**src/rtl/rob_alloc_ctrl.sv**
```systemverilog
// Reorder-buffer pointer/occupancy controller: dual-slot allocation, completion tracking,
// dual in-order commit and flush. Define ROB_ALLOC_PERF_EN to add the performance counters.
module rob_alloc_ctrl #(
    parameter int unsigned ROB_DEPTH = 16,
    parameter int unsigned TAG_W     = $clog2(ROB_DEPTH)
) (
    input  logic             clk,
    input  logic             rst,
    input  logic [1:0]       disp_req,
    output logic [1:0]       disp_grant,
    output logic [TAG_W-1:0] disp_tag0,
    output logic [TAG_W-1:0] disp_tag1,
    input  logic [1:0]       done_valid,
    input  logic [TAG_W-1:0] done_tag0,
    input  logic [TAG_W-1:0] done_tag1,
    input  logic             commit_stall,
    output logic [1:0]       commit_valid,
    output logic [TAG_W-1:0] commit_tag0,
    output logic [TAG_W-1:0] commit_tag1,
    input  logic             flush,
    output logic [TAG_W:0]   count,
    output logic             full,
    output logic             empty
`ifdef ROB_ALLOC_PERF_EN
    ,
    output logic [31:0]      perf_commit_cnt,
    output logic [31:0]      perf_full_stall_cnt
`endif
);

    localparam int unsigned PTR_W = TAG_W + 1;

    typedef enum logic {
        RUN   = 1'b0,
        FLUSH = 1'b1
    } state_t;

    state_t               state_q, state_d;
    logic [PTR_W-1:0]     head_q, head_d;
    logic [PTR_W-1:0]     tail_q, tail_d;
    logic [ROB_DEPTH-1:0] valid_q, valid_d;
    logic [ROB_DEPTH-1:0] ready_q, ready_d;

    logic [TAG_W-1:0]     head_idx, head_idx1, tail_idx, tail_idx1;
    logic [PTR_W-1:0]     free_cnt;
    logic [1:0]           eff_req;
    logic [1:0]           n_req, n_grant, n_commit;
    logic                 run_ok;

    assign head_idx  = head_q[TAG_W-1:0];
    assign head_idx1 = head_idx + TAG_W'(1);
    assign tail_idx  = tail_q[TAG_W-1:0];
    assign tail_idx1 = tail_idx + TAG_W'(1);

    assign count    = tail_q - head_q;
    assign full     = (count == PTR_W'(ROB_DEPTH));
    assign empty    = (count == '0);
    assign free_cnt = PTR_W'(ROB_DEPTH) - count;

    // A lone slot-1 request has no slot-0 partner and is dropped entirely.
    assign eff_req = disp_req[0] ? disp_req : 2'b00;
    assign n_req   = {1'b0, eff_req[0]} + {1'b0, eff_req[1]};
    assign run_ok  = !rst && (state_q == RUN) && !flush;

    assign disp_grant = (run_ok && (free_cnt >= PTR_W'(n_req))) ? eff_req : 2'b00;
    assign disp_tag0  = tail_idx;
    assign disp_tag1  = tail_idx1;
    assign n_grant    = {1'b0, disp_grant[0]} + {1'b0, disp_grant[1]};

    assign commit_valid[0] = run_ok && !commit_stall && valid_q[head_idx] && ready_q[head_idx];
    assign commit_valid[1] = commit_valid[0] && valid_q[head_idx1] && ready_q[head_idx1];
    assign commit_tag0     = head_idx;
    assign commit_tag1     = head_idx1;
    assign n_commit        = {1'b0, commit_valid[0]} + {1'b0, commit_valid[1]};

    always_ff @(posedge clk) begin
        if (rst) begin
            state_q <= RUN;
            head_q  <= '0;
            tail_q  <= '0;
            valid_q <= '0;
            ready_q <= '0;
        end else begin
            state_q <= state_d;
            head_q  <= head_d;
            tail_q  <= tail_d;
            valid_q <= valid_d;
            ready_q <= ready_d;
        end
    end

    always_comb begin
        state_d = state_q;
        head_d  = head_q;
        tail_d  = tail_q;
        valid_d = valid_q;
        ready_d = ready_q;
        if (flush) begin
            state_d = FLUSH;
            head_d  = '0;
            tail_d  = '0;
            valid_d = '0;
            ready_d = '0;
        end else begin
            state_d = RUN;
            // Completion reads the pre-edge valid bits, so a done aimed at a slot
            // being allocated this cycle is dropped.
            if (done_valid[0] && valid_q[done_tag0]) ready_d[done_tag0] = 1'b1;
            if (done_valid[1] && valid_q[done_tag1]) ready_d[done_tag1] = 1'b1;
            if (commit_valid[0]) begin
                valid_d[head_idx] = 1'b0;
                ready_d[head_idx] = 1'b0;
            end
            if (commit_valid[1]) begin
                valid_d[head_idx1] = 1'b0;
                ready_d[head_idx1] = 1'b0;
            end
            if (disp_grant[0]) begin
                valid_d[tail_idx] = 1'b1;
                ready_d[tail_idx] = 1'b0;
            end
            if (disp_grant[1]) begin
                valid_d[tail_idx1] = 1'b1;
                ready_d[tail_idx1] = 1'b0;
            end
            head_d = head_q + PTR_W'(n_commit);
            tail_d = tail_q + PTR_W'(n_grant);
        end
    end

`ifdef ROB_ALLOC_PERF_EN
    logic stall_evt;
    assign stall_evt = (state_q == RUN) && !flush && (eff_req != 2'b00) && (disp_grant == 2'b00);

    always_ff @(posedge clk) begin
        if (rst) begin
            perf_commit_cnt     <= '0;
            perf_full_stall_cnt <= '0;
        end else begin
            if (perf_commit_cnt > (32'hFFFF_FFFF - 32'(n_commit)))
                perf_commit_cnt <= '1;
            else
                perf_commit_cnt <= perf_commit_cnt + 32'(n_commit);
            if (stall_evt && (perf_full_stall_cnt != '1))
                perf_full_stall_cnt <= perf_full_stall_cnt + 32'd1;
        end
    end
`endif

endmodule

```
**config.mk**
```make
export PLATFORM = sky130hd
export DESIGN_NAME = rob_alloc_ctrl
export DESIGN_NICKNAME = d
export VERILOG_FILES = /design/src/rtl/rob_alloc_ctrl.sv
export SDC_FILE = /design/constraint.sdc
export NUM_CORES = 1
export LEC_CHECK = 0
export ABC_CLOCK_PERIOD_IN_PS = 6400
export CORE_ASPECT_RATIO = 1.25
export CORE_MARGIN = 2
export CORE_UTILIZATION = 30
export CTS_CLUSTER_DIAMETER = 150
export CTS_CLUSTER_SIZE = 10
export DETAILED_ROUTE_END_ITERATION = 16
export PLACE_DENSITY = 0.51
export SYNTH_ARGS = -nofsm -noshare
export SYNTH_HDL_FRONTEND = slang
export SYNTH_SLANG_ARGS = --single-unit
```
**constraint.sdc**
```tcl
create_clock -name clk -period 6.4 [get_ports clk]
set_input_delay 0.64 -clock clk [delete_from_list [all_inputs] [get_ports clk]]
set_output_delay 0.64 -clock clk [all_outputs]
set_load 0.02 [all_outputs]
```
==> results_dict.tcl <==
set metrics [dict create \
    outcome "finished, final reports clean" \
    grt_max_degree 33 \
    finalSetupTns_ns 0 \
    syn_inst 447 \
    slew_headroom_pct 32.3 \
    yosys_warnings 0 \
    syn-num-nets 491 \
    ys_async_sr_fraction_pct 0 \
    r2r_setup_slack_ns 1.80 \
    wl_per_cell_um 20.8 \
    fillers 1283 \
    r2r-start "head_q[2]$_SDFF_PP0_" \
    cts_resized 0 \
    hold_class "register to register" \
    end_kind "output port" \
    whs_path_depth 2 \
    num_rows 45 \
    drive_gt1_share_pct 8.53 \
    fmax_mhz 196 \
    cts_buffers 5 \
    cts_setup_buffers 0 \
    start_kind "register" \
    syn2layout_area_growth_pct 16.5 \
    drv_cap 0 \
    start_util_pct 31.0 \
    io_pins 43 \
    crit_chain "inv_1 -> ha_1 -> and3b_1 -> or3_1 -> and2_1 -> nor2_1 -> ha_1 -> inv_1 -> a211o_1 -> a21oi_1 -> a21o_1 -> buf_4 -> nor3b_1 -> clkdlybuf4s50_1" \
    rsz0062_at_grt "no" \
    wl_mm 13.2 \
    power.density_nw_per_um2 135 \
    vdd_drop_max_mv 0.104 \
    core_um2 12200 \
    dieArea_um2 13500 \
    gp_congestion 0.874 \
    post-route-min-period_ns 5.11 \
    worstHoldStart "valid_q[6]$_SDFF_PP0_" \
    clock_latency_ns 0.30 \
    crit_type "register to output port" \
    crit_required_ns 5.76 \
    postCtsHoldBufs 0 \
    regArea_um2 861 \
    final_max_slew_viol_count 0 \
    die_x_um 104 \
    tightest_slew_ns 0.991 \
    root_buffer "clkbuf_16" \
    multi_input_area_um2 2670 \
    final_antenna_net_count 0 \
    post-dp-hpwl_mm 10.3 \
    layout.nets 512 \
    post-route-util_pct 36.1 \
    ys_seq_elements 43 \
    n_antenna_cell 0 \
    vias 3685 \
    ys.flop_type "dfxtp_1" \
    avgSynthCellArea_um2 8.47 \
    crit_path_top_delay_cell "dfxtp_1" \
    via_per_inst 5.82 \
    reg2reg_to "tail_q[4]$_SDFF_PP0_" \
    portBuffers 42 \
    path_clk_slew_ns 0.07 \
    finalHoldViolations 0 \
    whs_endpoint "valid_q[6]$_SDFF_PP0_" \
    synth-seq-area-share_pct 22.7 \
    arrival_ns 4.47 \
    finClkSkew_ns 0.0104 \
    grt_pass1_vias 3485 \
    clock_path_buffers 2 \
    clock_sinks 43 \
    p_leak_nw 1.55 \
    netlist_area_um2 3780 \
    drc 0 \
    post-route-period-util_pct 79.8 \
    r2r_cells 18 \
    synth_edf_count 0 \
    yosys.cell_types.count 79 \
    slowest_delay_ns 0.68 \
    cts_tree "done" \
    chipHeight_um 130 \
    antenna_found_initial 0 \
    cts_max_level 2 \
    dr.pass1.iters 5 \
    grt_pass1_wl_mm 20.8 \
    overflow 0 \
    setup_viol 0 \
    first_iter_violations 251 \
    path_max_fanout 20 \
    grt_usage_pct 19.8 \
]
-- cells by family after synthesis --
logic type,after synthesis,synth area share (%)
AND/OR/NAND/NOR,178,26.4
AO/OA/AOI/OAI,116,24.5
buffers and inverters,50,6.68
flip-flops,43,22.7
adder cells (fa/ha/maj),28,9.85
multiplexers,19,6.81
XOR/XNOR,13,3.01
-- critical path, delay by kind of cell (launching register included) --
| family | cells | cell delay [ns] |
|---|---|---|
| DFF | 1 | 0.68 |
| AOI/OAI and AO/OA | 3 | 0.43 |
| adders and majority gates | 2 | 0.62 |
| buffers and inverters | 4 | 1.10 |
| and+or+nand+nor | 5 | 1.35 |
-- worst max path at each step --
stage                                    start  slack, ns                    to
after floorplan           head_q[1]$_SDFF_PP0_       1.88  tail_q[4]$_SDFF_PP0_
after global placement    head_q[2]$_SDFF_PP0_       1.77         disp_grant[0]
after detailed placement  head_q[3]$_SDFF_PP0_       1.61         disp_grant[0]
after CTS                 head_q[2]$_SDFF_PP0_       1.29         disp_grant[0]
after global routing      head_q[3]$_SDFF_PP0_       0.96         disp_grant[0]
final                     head_q[2]$_SDFF_PP0_       1.29         disp_grant[0]
-- where the power goes --
group	internal, mW	switching [mW]	leakage, nW	total [mW]
clock network	0.146	0.120	0.0664	0.266
registers	0.269	0.00180	0.347	0.270
logic	0.0231	0.0367	1.14	0.0598
-- state kept, by name, summed over array words and instances (netlist names) --
name     cells
ready_q     16
valid_q     16
head_q       5
tail_q       5
state_q      1
-- layer usage --
| metal | global-route usage (%) | vias up | part of all wire [%] |
|---|---|---|---|
| met4 | 5.88 | 0 | 2.5 |
| met5 | 0 | - | 0 |
| met1 | 24.9 | 1785 | 43 |
| li1 | - | 1739 | - |
| met2 | 34.9 | 141 | 49 |
| met3 | 3.32 | 20 | 5.7 |
-- layout make-up --
type                    instances  share of cell area (%)
multi-input cells             354                    60.6
flip-flops and latches         43                    19.5
repair buffers                 47                    10.4
well taps                     164                    4.66
clock buffers                   5                    2.84
inverters                      17                    1.45
clock inverters                 3                   0.539
-- layout by cell type (no fill, tap or decap), types with 4 or more instances in the layout --
master	n
a211o_1	4
a21oi_1	15
a31o_2	4
a31oi_1	12
a32oi_1	11
a41o_1	5
a41oi_1	8
and2_1	10
and3_1	6
and4b_1	6
buf_4	5
clkbuf_16	5
clkdlybuf4s50_1	42
dfxtp_1	43
ha_1	25
inv_1	15
mux2i_1	10
mux4_2	5
nand2_1	31
nand2b_1	5
nand3_1	19
nand4_1	18
nand4b_1	6
nor2_1	32
nor2b_1	13
nor3_1	7
nor3b_1	4
o21ai_0	15
xor2_1	10
-- metrics by stage --
stage	total power, mW	instance area (um2)	setup WS, ns	hold WS, ns	cells
4_1_cts	0.598	4410	1.29	0.506	633
2_1_floorplan	0.309	3780	1.88	0.462	447
3_3_place_gp	0.336	4260	1.77	0.490	625
6_report	0.597	4410	1.29	0.505	633
3_5_place_dp	0.336	4260	1.61	0.493	625
5_1_grt	0.617	4410	0.963	0.523	633
-- Yosys cell counts, types with 5 or more instances --
cell type | n | area share, %
nor2_1 | 32 | 3.2
nand2b_1 | 5 | 0.83
nand4_1 | 18 | 3.0
xor2_1 | 10 | 2.3
a31oi_1 | 12 | 2.0
and3_1 | 6 | 0.99
mux2i_1 | 10 | 2.6
o21ai_0 | 15 | 2.0
inv_1 | 15 | 1.5
and4b_1 | 6 | 1.6
nand2_1 | 31 | 3.1
a32oi_1 | 11 | 2.5
mux4_2 | 5 | 3.0
and2_1 | 10 | 1.7
a21oi_1 | 15 | 2.0
clkbuf_1 | 14 | 1.4
ha_1 | 25 | 8.3
dfxtp_1 | 43 | 23
nor3_1 | 7 | 0.93
a41o_1 | 5 | 1.3
nor2b_1 | 13 | 2.1
buf_4 | 10 | 2.0
nand3_1 | 19 | 2.5
a41oi_1 | 8 | 1.9
nand4b_1 | 6 | 1.4
Note: power is estimated with default switching activity, not from simulation.
==> edit 1 (same flow settings) <==
Build with the macro `ROB_ALLOC_PERF_EN` defined.
--- a/src/rtl/rob_alloc_ctrl.sv
+++ b/src/rtl/rob_alloc_ctrl.sv
@@ -1,4 +1,6 @@
 // Reorder-buffer pointer/occupancy controller: dual-slot allocation, completion tracking,
 // dual in-order commit and flush. Define ROB_ALLOC_PERF_EN to add the performance counters.
+`define ROB_ALLOC_PERF_EN
+
 module rob_alloc_ctrl #(
     parameter int unsigned ROB_DEPTH = 16,
Function (old outputs only; new: perf_commit_cnt and perf_full_stall_cnt): kept (Yosys induction, for registers that start in step).
==> edit 1 against the unedited design <==
- area after synthesis is 83% higher
- synthesized cell count is 84% higher
- design area is 92% higher
- routed wire length is 69% higher
- setup slack worse by 500 ps
- critical path depth is 1 lower
- global-route usage is 1.9 points lower
- first-iteration DRC count is 82% higher
- sequential cell count is 64 higher
- total power is 130% higher
- critical path type unchanged
==> edit 1: results (changes against the unedited design) <==
[status] outcome complete, no violations
[synthesis] list of most frequent post-synthesis cells sky130_fd_sc_hd__dfxtp_1, sky130_fd_sc_hd__a21oi_1, sky130_fd_sc_hd__nor2_1
[route] vias post-DR 6543 [+78%]
[route] number of design-rule violations left by the first detailed-router iteration 458 [+82%]
[setup_path] signal arrival time at the worst endpoint 4960 ps [+490 ps]
[route] sum of routed wire length over all layers 22.2 mm [+69%]
[synthesis] share of the synthesized netlist area taken by xor and xnor gates 0.0468 [+0.0167]
[placed_design] placed cell count 1165 [+86%]
[synthesis] portion of the post-synthesis area used by sequential elements 0.309 [+0.0819]
[min_path] endpoint of the worst hold path perf_commit_cnt[30]
[global_route] gr usage total 0.179 [-0.0188]
[setup_path] worst-path maximum fanout 19 [-5.0%]
[placed_design] gp weighted congestion 0.894 [+2.3%]
[cts] total clock buffers created by CTS 9 [+4]
[global_route] pin count of the biggest net entering global routing 80 [+140%]
[setup_path] Reg2Reg Depth 17 [-1]
[finish] fraction of final layout cells sized beyond drive strength 1 0.0661 [-0.0192]
[power_and_ir_drop] Lkg Pwr 2.85 nW [+84%]
[finish] largest registers perf_commit_cnt: 32 flops, perf_full_stall_cnt: 32 flops
[setup_path] worst setup path start head_q[1]
[setup_path] slowest cell delay on critical path 770 ps [+90 ps]
[finish] nets@finish 937 [+83%]
[synthesis] fraction of the mapped netlist area in compound gates 0.199 [-0.0460]
[synthesis] count of cell types in the netlist 65 [-18%]
[global_route] wire length of the first global-routing pass 34.8 mm [+67%]
[power_and_ir_drop] VDD IR max 0.143 mV [+37%]
[timing] Slew headroom 0.421 [+0.0980]
[setup_path] capture point of the worst path disp_grant[1]
[synthesis] area share of fa/ha/maj cells after synthesis 0.0640 [-0.0345]
[synthesis] portion of netlist area occupied by mux cells 0.0546 [-0.0135]
[synthesis] biggest area contributors in the synthesized netlist sky130_fd_sc_hd__dfxtp_1, sky130_fd_sc_hd__ha_1, sky130_fd_sc_hd__a21oi_1, sky130_fd_sc_hd__mux4_2, sky130_fd_sc_hd__nor3_1
[placed_design] Final HPWL DP 16.2 mm [+58%]
[timing] Setup Skew 14.6 ps [+4.14 ps]
[setup_path] setup slack, reg-to-reg 1200 ps [-600 ps]
[timing] share of the cycle needed by the critical path after routing 0.876 [+0.0776]
[synthesis] average cell area after synthesis 8.41 sq um [-0.64%]
## edit 1: cell types whose count changed in the layout (fill, tap and decap cells not counted), moves of 13 or more
cell                              before  now
sky130_fd_sc_hd__a21oi_1              15   61
sky130_fd_sc_hd__o21a_1                2   15
sky130_fd_sc_hd__dfxtp_1              43  107
sky130_fd_sc_hd__clkdlybuf4s50_1      42  105
sky130_fd_sc_hd__and2_1               10   28
sky130_fd_sc_hd__nor2_1               32   48
sky130_fd_sc_hd__xnor2_1               3   17
sky130_fd_sc_hd__inv_1                15   31
sky130_fd_sc_hd__nor3_1                7   36
sky130_fd_sc_hd__nand2_1              31   47
## edit 1: kinds of logic (layout without fill, tap and decap cells)
kind of cell	Yosys count	in the layout
multiplexers	25	25
AND/OR/NAND/NOR	330	330
AO/OA/AOI/OAI	198	198
XOR/XNOR	37	37
adder cells (fa/ha/maj)	33	33
buffers and inverters	93	163
flip-flops	107	107
## edit 1: layer usage
metal	wire length, um	part of all wire	global-route usage
met2	10800	0.49	0.304
met4	680	0.031	0.0717
met3	1010	0.046	0.0287
met5	0	0	0
met1	9740	0.44	0.226
## edit 1: final cells by class
class / instances / area (sq um) / area share
sequential: 107 / 2140 / 0.253
clock inverter: 7 / 113 / 0.0133
multi-input combinational: 623 / 4380 / 0.517
inverter: 31 / 116 / 0.0137
tap: 288 / 360 / 0.0425
timing repair buffer: 116 / 1130 / 0.134
clock buffer: 9 / 225 / 0.0266
## edit 1: power by group
group / internal (mW) / switching, mW
registers: 0.667 / 0.00270
logic: 0.0274 / 0.0538
clock network: 0.320 / 0.305
## edit 1: stage by stage
step / util / hold WS, ps
3_5_place_dp: 0.357 / 494
6_report: 0.371 / 504
3_3_place_gp: 0.357 / 468
2_1_floorplan: - / 459
5_1_grt: 0.371 / 533
4_1_cts: 0.371 / 510
==> edit 2 (same flow settings) <==
Without the edit above. Register the output `count`, without a reset; this adds one clock of latency there. The other outputs are not delayed to match.
--- a/src/rtl/rob_alloc_ctrl.sv
+++ b/src/rtl/rob_alloc_ctrl.sv
@@ -36,4 +36,6 @@
     } state_t;
 
+    logic [TAG_W:0] count_d;
+
     state_t               state_q, state_d;
     logic [PTR_W-1:0]     head_q, head_d;
@@ -53,8 +55,8 @@
     assign tail_idx1 = tail_idx + TAG_W'(1);
 
-    assign count    = tail_q - head_q;
-    assign full     = (count == PTR_W'(ROB_DEPTH));
-    assign empty    = (count == '0);
-    assign free_cnt = PTR_W'(ROB_DEPTH) - count;
+    assign count_d  = tail_q - head_q;
+    assign full     = (count_d == PTR_W'(ROB_DEPTH));
+    assign empty    = (count_d == '0);
+    assign free_cnt = PTR_W'(ROB_DEPTH) - count_d;
 
     // A lone slot-1 request has no slot-0 partner and is dropped entirely.
@@ -148,4 +150,8 @@
 `endif
 
+    always_ff @(posedge clk) begin
+        count <= count_d;
+    end
+
 endmodule
 
Function: changed (Yosys sat finds a counterexample within 4 cycles, from zero or initial values and one cycle with rst high).
==> edit 2 against the unedited design <==
- count of clock-buffer cells in the layout unchanged
- register-to-register slack got worse by 450 ps
- design area increased by 1.3%
- setup slack worse by 360 ps
- area after synthesis rose by 1.1%
- total power grew 13%
- hold slack worse by 2.2 ps
- die area grew 1.1%
- routed wire length fell by 10%
- critical path depth shrank 2
- clock power increased by 18%
- utilization down 0.50 points
- sequential cell count up 5
- critical endpoint unchanged
==> edit 2: results (changes against the unedited design) <==
[finish] area of combinational cells with multiple inputs 0.00255 sq mm [-4.5%]
[setup_path] setup slack, reg-to-reg 1350 ps [-450 ps]
[status] outcome complete, no violations
[synthesis] portion of the post-synthesis area used by sequential elements 0.251 [+0.0237]
[finish] design area 0.00446 sq mm [+1.3%]
[cts] TritonCTS Sinks 48 [+12%]
[setup_path] worst-path maximum fanout 28 [+40%]
[global_route] gr usage total 0.174 [-0.0240]
[placed_design] Final HPWL DP 9.07 mm [-12%]
[synthesis] biggest area contributors in the synthesized netlist sky130_fd_sc_hd__dfxtp_1, sky130_fd_sc_hd__ha_1, sky130_fd_sc_hd__mux4_2, sky130_fd_sc_hd__nand2_1, sky130_fd_sc_hd__nor2_1
[synthesis] net count after synthesis 501 [+2.0%]
[finish] multi-input logic cell count 349 [-1.4%]
[finish] Non-CTS inverters 30 [+13]
[finish] nets@finish 525 [+2.5%]
[route] sum of routed wire length over all layers 11.8 mm [-10%]
[power_and_ir_drop] Lkg Pwr 1.57 nW [+1.2%]
[min_path] startpoint of the lowest-slack hold path valid_q[1]
[setup_path] cell type group with the largest total delay on the critical path buffers and inverters
[route] vias post-DR 3543 [-3.9%]
[synthesis] count of cell types in the netlist 71 [-10%]
[placed_design] gp weighted congestion 0.904 [+3.4%]
[route] number of design-rule violations left by the first detailed-router iteration 274 [+9.2%]
[finish] fraction of final layout cells sized beyond drive strength 1 0.102 [+0.0164]
[power_and_ir_drop] sequential cell fraction of total power 0.449 [-0.004]
[power_and_ir_drop] VDD IR max 0.0833 mV [-20%]
[timing] Setup Skew 5.99 ps [-4.43 ps]
-- edit 2: changes by cell type after synthesis, moves of 8 or more --
| cell | change |
|---|---|
| sky130_fd_sc_hd__o22ai_1 | +19 |
| sky130_fd_sc_hd__nand2_1 | +13 |
| sky130_fd_sc_hd__inv_1 | +12 |
| sky130_fd_sc_hd__nand4_1 | -12 |
| sky130_fd_sc_hd__nor3_1 | +11 |
| sky130_fd_sc_hd__clkbuf_1 | -9 |
| sky130_fd_sc_hd__a32oi_1 | -8 |
| sky130_fd_sc_hd__o21ai_0 | -8 |
-- edit 2: final timing paths --
path,endpoint,cells after the start
setup / recovery,disp_grant[0],12
hold / removal,valid_q[1],2
setup reg to reg,tail_q[4],16
hold reg to reg,valid_q[1],2
-- edit 2: logic make-up (layout without fill, tap and decap cells) --
family,count (synthesis),in the layout,synth area share
AND/OR/NAND/NOR,181,181,0.250
XOR/XNOR,14,14,0.0356
multiplexers,16,16,0.0778
AO/OA/AOI/OAI,110,110,0.206
flip-flops,48,48,0.251
adder cells (fa/ha/maj),28,28,0.0974
buffers and inverters,60,85,0.0821
-- edit 2: per-stage QoR --
step | utilization | std cells | hold slack (ps) | worst slack [ps] | power (mW)
floorplan | - | 457 | 453 | 2310 | 0.339
global placement | 0.342 | 642 | 474 | 1250 | 0.364
detailed placement | 0.342 | 642 | 487 | 1220 | 0.364
CTS | 0.356 | 650 | 496 | 897 | 0.675
global route | 0.356 | 650 | 525 | 620 | 0.698
finish | 0.356 | 650 | 503 | 932 | 0.672
-- edit 2: layer usage --
layer / vias to the layer above / wire length, um / track usage
li1: 1715 / - / -
met1: 1698 / 5350 / 0.232
met2: 114 / 5600 / 0.290
met3: 16 / 605 / 0.0250
met4: 0 / 248 / 0.0596
met5: - / 0 / 0
